**src/rtl/fetch_controller_if.sv**
```systemverilog
// Instruction-fetch bus: hazard/branch inputs, instruction-memory handshake and IF/ID delivery.
// The master side is the fetch controller.
interface fetch_controller_if #(
    parameter int unsigned ADDR_W  = 32,
    parameter int unsigned INSTR_W = 32
);
    logic               hazard;
    logic               branch_taken;
    logic [ADDR_W-1:0]  branch_address;
    logic               imem_ready;
    logic [INSTR_W-1:0] imem_rdata;
    logic               imem_req;
    logic [ADDR_W-1:0]  imem_addr;
    logic [INSTR_W-1:0] instruction;
    logic [ADDR_W-1:0]  pc_out;
    logic               if_valid;
    logic               flush;

    modport master (
        input  hazard, branch_taken, branch_address, imem_ready, imem_rdata,
        output imem_req, imem_addr, instruction, pc_out, if_valid, flush
    );

    modport slave (
        output hazard, branch_taken, branch_address, imem_ready, imem_rdata,
        input  imem_req, imem_addr, instruction, pc_out, if_valid, flush
    );
endinterface

```
**src/rtl/fetch_controller.sv**
```systemverilog
// Fetch-stage sequencer: owns the PC, runs the req/ready handshake to variable-latency
// instruction memory, and holds or drops fetched words on hazards and taken branches.
module fetch_controller #(
    parameter int unsigned ADDR_W  = 32,
    parameter int unsigned INSTR_W = 32
) (
    input  logic               clk,
    input  logic               rst,
    fetch_controller_if.master bus
);
    typedef enum logic [1:0] {IDLE, REQ, HOLD, DROP} state_t;

    state_t             state;
    logic [ADDR_W-1:0]  pc;
    logic [ADDR_W-1:0]  drop_addr;
    logic [INSTR_W-1:0] skid;
    logic [INSTR_W-1:0] instr_q;
    logic [ADDR_W-1:0]  pc_out_q;
    logic               valid_q;
    logic               flush_q;
    logic [ADDR_W-1:0]  pc_inc;

    assign pc_inc          = pc + ADDR_W'(4);
    assign bus.imem_req    = (state == REQ) || (state == DROP);
    assign bus.imem_addr   = (state == DROP) ? drop_addr : pc;
    assign bus.instruction = instr_q;
    assign bus.pc_out      = pc_out_q;
    assign bus.if_valid    = valid_q;
    assign bus.flush       = flush_q;

    always_ff @(posedge clk or posedge rst) begin
        if (rst) begin
            state     <= IDLE;
            pc        <= '0;
            drop_addr <= '0;
            skid      <= '0;
            instr_q   <= '0;
            pc_out_q  <= '0;
            valid_q   <= 1'b0;
            flush_q   <= 1'b0;
        end else begin
            flush_q <= bus.branch_taken;
            if (bus.branch_taken) begin
                pc      <= bus.branch_address;
                valid_q <= 1'b0;
                case (state)
                    REQ: begin
                        if (!bus.imem_ready) begin
                            drop_addr <= pc;
                            state     <= DROP;
                        end
                    end
                    // A completing stale request must not be reissued, so DROP only persists while it is still pending.
                    DROP: begin
                        if (bus.imem_ready) begin
                            state <= REQ;
                        end
                    end
                    default: state <= REQ;
                endcase
            end else begin
                case (state)
                    IDLE: state <= REQ;
                    REQ: begin
                        if (bus.imem_ready) begin
                            pc <= pc_inc;
                            if (bus.hazard) begin
                                skid  <= bus.imem_rdata;
                                state <= HOLD;
                            end else begin
                                instr_q  <= bus.imem_rdata;
                                pc_out_q <= pc_inc;
                                valid_q  <= 1'b1;
                            end
                        end else if (!bus.hazard) begin
                            valid_q <= 1'b0;
                        end
                    end
                    HOLD: begin
                        if (!bus.hazard) begin
                            instr_q  <= skid;
                            pc_out_q <= pc;
                            valid_q  <= 1'b1;
                            state    <= REQ;
                        end
                    end
                    DROP: begin
                        valid_q <= 1'b0;
                        if (bus.imem_ready) begin
                            state <= REQ;
                        end
                    end
                endcase
            end
        end
    end
endmodule

```
**src/flat_wrapper.sv**
```systemverilog
// flat-port wrapper written by rule: the top's interface ports become plain ports
module fetch_controller_flat 
#(
    parameter int unsigned ADDR_W  = 32,
    parameter int unsigned INSTR_W = 32
)
  (clk, rst, bus_hazard, bus_branch_taken, bus_branch_address, bus_imem_ready, bus_imem_rdata, bus_imem_req, bus_imem_addr, bus_instruction, bus_pc_out, bus_if_valid, bus_flush);
  fetch_controller_if #(.ADDR_W(ADDR_W), .INSTR_W(INSTR_W)) bus_i ();
  input  logic clk;
  input  logic rst;
  input wire logic [$bits(bus_i.hazard)-1:0] bus_hazard;
  input wire logic [$bits(bus_i.branch_taken)-1:0] bus_branch_taken;
  input wire logic [$bits(bus_i.branch_address)-1:0] bus_branch_address;
  input wire logic [$bits(bus_i.imem_ready)-1:0] bus_imem_ready;
  input wire logic [$bits(bus_i.imem_rdata)-1:0] bus_imem_rdata;
  output wire logic [$bits(bus_i.imem_req)-1:0] bus_imem_req;
  output wire logic [$bits(bus_i.imem_addr)-1:0] bus_imem_addr;
  output wire logic [$bits(bus_i.instruction)-1:0] bus_instruction;
  output wire logic [$bits(bus_i.pc_out)-1:0] bus_pc_out;
  output wire logic [$bits(bus_i.if_valid)-1:0] bus_if_valid;
  output wire logic [$bits(bus_i.flush)-1:0] bus_flush;
  assign bus_i.hazard = bus_hazard;
  assign bus_i.branch_taken = bus_branch_taken;
  assign bus_i.branch_address = bus_branch_address;
  assign bus_i.imem_ready = bus_imem_ready;
  assign bus_i.imem_rdata = bus_imem_rdata;
  assign bus_imem_req = bus_i.imem_req;
  assign bus_imem_addr = bus_i.imem_addr;
  assign bus_instruction = bus_i.instruction;
  assign bus_pc_out = bus_i.pc_out;
  assign bus_if_valid = bus_i.if_valid;
  assign bus_flush = bus_i.flush;
  fetch_controller #(.ADDR_W(ADDR_W), .INSTR_W(INSTR_W)) u_core (.clk(clk), .rst(rst), .bus(bus_i));
endmodule
```
**config.mk**
```make
export PLATFORM = sky130hd
export DESIGN_NAME = fetch_controller_flat
export DESIGN_NICKNAME = d
export VERILOG_FILES = /design/src/rtl/fetch_controller_if.sv /design/src/rtl/fetch_controller.sv /design/src/flat_wrapper.sv
export SDC_FILE = /design/constraint.sdc
export NUM_CORES = 1
export LEC_CHECK = 0
export CORE_MARGIN = 5
export CORE_UTILIZATION = 35
export CTS_BUF_LIST = sky130_fd_sc_hd__clkbuf_8
export CTS_CLUSTER_DIAMETER = 150
export DETAILED_ROUTE_END_ITERATION = 12
export GPL_ROUTABILITY_DRIVEN = 0
export PLACE_DENSITY = 0.54
export SLEW_MARGIN = 30
export SYNTH_ARGS = -nofsm -noshare
export SYNTH_HDL_FRONTEND = slang
export SYNTH_SLANG_ARGS = --single-unit
export TNS_END_PERCENT = 20
```
**constraint.sdc**
```tcl
create_clock -name clk -period 14.9 [get_ports clk]
set_input_delay 2.98 -clock clk [delete_from_list [all_inputs] [get_ports clk]]
set_output_delay 2.98 -clock clk [all_outputs]
set_load 0.05 [all_outputs]
```
==> flow_summary.ini <==
[placement]
dpl-instance-area_um2 = 9920
place_ws_ps = 9270
port_buffers = 167
post-dp-hpwl_um = 15500

[power_and_ir_drop]
pwr-share-comb = 0.556
netSwitchingFraction = 0.479
clockPowerShare = 0.125
switchingPower_w = 0.00114
ir_drop_uv = 170
powerDensity_nw_per_um2 = 231
internal_power_w = 0.00124
p_leak_nw = 3.90
seqPwrFrac = 0.319

[floorplanning]
fp.dieW_um = 162
num_io_pins = 168
core_um2 = 22700
row_count = 55
die_area_um2 = 26200
start_util = 0.356
die_h_um = 162

[sta]
fin_crit_ps = 5960
period_share = 0.400
finalHoldViolations = 0
max_slew_margin = 0.491
skew_ps = 9.17
slew_violations = 0
rsz0062_at_grt = no
finalSetupTns_ps = 0
worst_pin_slew_ps = 764
fmax_ghz = 0.168
setup_viol = 0
timing.final.ws_setup_ps = 8940

[yosys]
yosysMostFrequentCell = dfrtp_1
yosys.area_share.simple = 0.107
synth_area_leaders = dfrtp_1, mux2_2, a21oi_1
synth-main-ff-cell = dfrtp_1
synth-compound-area-share = 0.130
ys_seq_area_frac = 0.507
synth_top_cell_by_area = dfrtp_1
synth_area_per_cell_um2 = 10.8
yosys.cell_types.count = 40
yosys_warnings = 0
syn_area_um2 = 8090
synth_top_area_frac = 0.507
synth_cells = 748
synth_xor_area_frac = 0.0303
synthTopCellsByCount = dfrtp_1, a21oi_1, mux2_2, clkbuf_1
synth_top_family_by_area = multiplexers
synth_edf_count = 0
synthArstFlopShare = 1.00
ys_seq_elements = 164
muxShareOfSynthArea = 0.179
synth_nets = 822
yosys.area_share.adder = 0.00774

[global_routing]
grt_usage = 0.176
grt_max_degree = 95
grt_pass1_vias = 6476
antenna_found_initial = 0
grt_pass1_wl_um = 36600
gr-total-overflow = 0

[detailed_routing]
wl_um = 23000
vias_per_cell = 5.41
final_antenna_net_count = 0
drtIter0Drc = 490
avgRoutedWirePerCell_um = 19.6
vias = 6322
drc = 0
drt-pass1-iter-count = 4

[final_layout]
post-route-cell-area_um2 = 10300
drive_gt1_frac = 0.170
nNetsFinal = 945
diodes = 0
area_growth_pct = 27.2

[clock_tree]
path_clk_slew_ps = 80
post_cts.repair.setup_buffers = 0
cts_tree = built
clkLatencyLatePin_ps = 460
cts_buffers = 17
cts-root-buf = clkbuf_8
numClockSinks = 164
cts-htree-levels = 4
cts_resized = 0
cts_hold_buf = 0
clockBufferDepth = 2

[flow_run]
drv_cap = 0

[critical_path]
required_ps = 11920
path_class = flop to output port
arrival_ps = 2980
cp-start-kind = flop
path_max_fanout = 25
setup.worst_path.end_class = output port

[run_status]
status = completed

[worst_hold_path]
hold_class = flop to flop
-- power by group through the flow --
stage | registers, W | logic (W) | clock network (W)
3_5_place_dp | 0.000766 | 0.00133 | 0
3_3_place_gp | 0.000758 | 0.00132 | 0
4_1_cts | 0.000759 | 0.00133 | 0.000309
6_report | 0.000758 | 0.00132 | 0.000297
2_1_floorplan | 0.00102 | 0.000634 | 0
5_1_grt | 0.000782 | 0.00140 | 0.000327
-- worst paths after layout --
kind	to	depth (start not counted)	start	slack, ps
max in group asynchronous	u_core.bus.pc_out[17]$_DFFE_PP0P_	3	rst	10730
worst min register to register	u_core.drop_addr[6]$_DFFE_PP0P_	2	u_core.drop_addr[6]$_DFFE_PP0P_	490
worst min-delay path	u_core.drop_addr[6]$_DFFE_PP0P_	2	u_core.drop_addr[6]$_DFFE_PP0P_	490
worst max register to register	u_core.pc[29]$_DFFE_PP0P_	6	u_core.state[1]$_DFFE_PP0P_	11830
worst max-delay path	bus_imem_addr[30]	4	u_core.state[0]$_DFFE_PP0P_	8940
min in group asynchronous	u_core.pc[8]$_DFFE_PP0P_	2	rst	3040
-- per-stage QoR --
| step | util | hold WS (ps) | power [W] | std cells |
|---|---|---|---|---|
| after floorplan | - | 450 | 0.00165 | 748 |
| after global placement | 0.437 | 461 | 0.00207 | 1137 |
| after detailed placement | 0.437 | 480 | 0.00210 | 1137 |
| after CTS | 0.453 | 499 | 0.00240 | 1169 |
| after global routing | 0.453 | 520 | 0.00251 | 1169 |
| final | 0.453 | 495 | 0.00238 | 1169 |
-- area by class of cell --
cell class	instances	area, um^2
Timing Repair Buffer	176	1740
Multi-Input combinational cell	506	3690
Sequential cell	164	4100
Tap cell	285	357
Fill cell	2140	12400
Clock inverter	12	81.3
Inverter	6	30.0
Clock buffer	20	275
-- cells by family after synthesis --
family,Yosys count
AO/OA/AOI/OAI,190
multiplexers,132
flip-flops,164
adder cells (fa/ha/maj),5
buffers and inverters,78
AND/OR/NAND/NOR,151
XOR/XNOR,28
-- critical path: stages, from the launching register on --
cell,delay [ps]
dfrtp_1,440
ha_1,550
buf_4,430
mux2_2,390
clkdlybuf4s50_1,710
-- state kept, by name (all words and copies together) (netlist names) --
name / flops
u_core.state: 2
u_core.pc: 32
u_core.bus.if_valid: 1
u_core.bus.pc_out: 32
u_core.bus.flush: 1
u_core.drop_addr: 32
u_core.skid: 32
u_core.bus.instruction: 32
-- cells in the final DEF, fill, tap and decap left out, drive strengths merged, types with 2 or more instances in the layout --
master         synthesis  routed
nor4                   5       5
nor3                   8       8
clkbuf                53      20
clkinv                 0       3
a211oi                 2       2
mux2                  98      98
buf                   19       9
or3                   15      15
and3                   2       2
a21oi                109     109
or4                   24      24
o21ai                 28      28
o31ai                 15      15
inv                    6      10
nor2b                  3       3
nand3                 14      14
clkinvlp               0       5
clkdlybuf4s50          0     167
nand2b                 2       2
dfrtp                164     164
and4                   5       5
nor2                  19      19
mux2i                 34      34
xnor2                 18      18
xor2                  10      10
or2                    4       4
o211ai                 3       3
a31oi                 28      28
nand4b                 2       2
ha                     5       5
nand4                 12      12
nand2                 34      34
-- layer usage --
metal,routed length [um],GRT usage,part of all wire
met5,0,0,0
met2,11100,0.286,0.48
met1,10300,0.239,0.45
met3,1310,0.0414,0.057
met4,207,0.0408,0.0090
(Power assumes the default switching activity.)
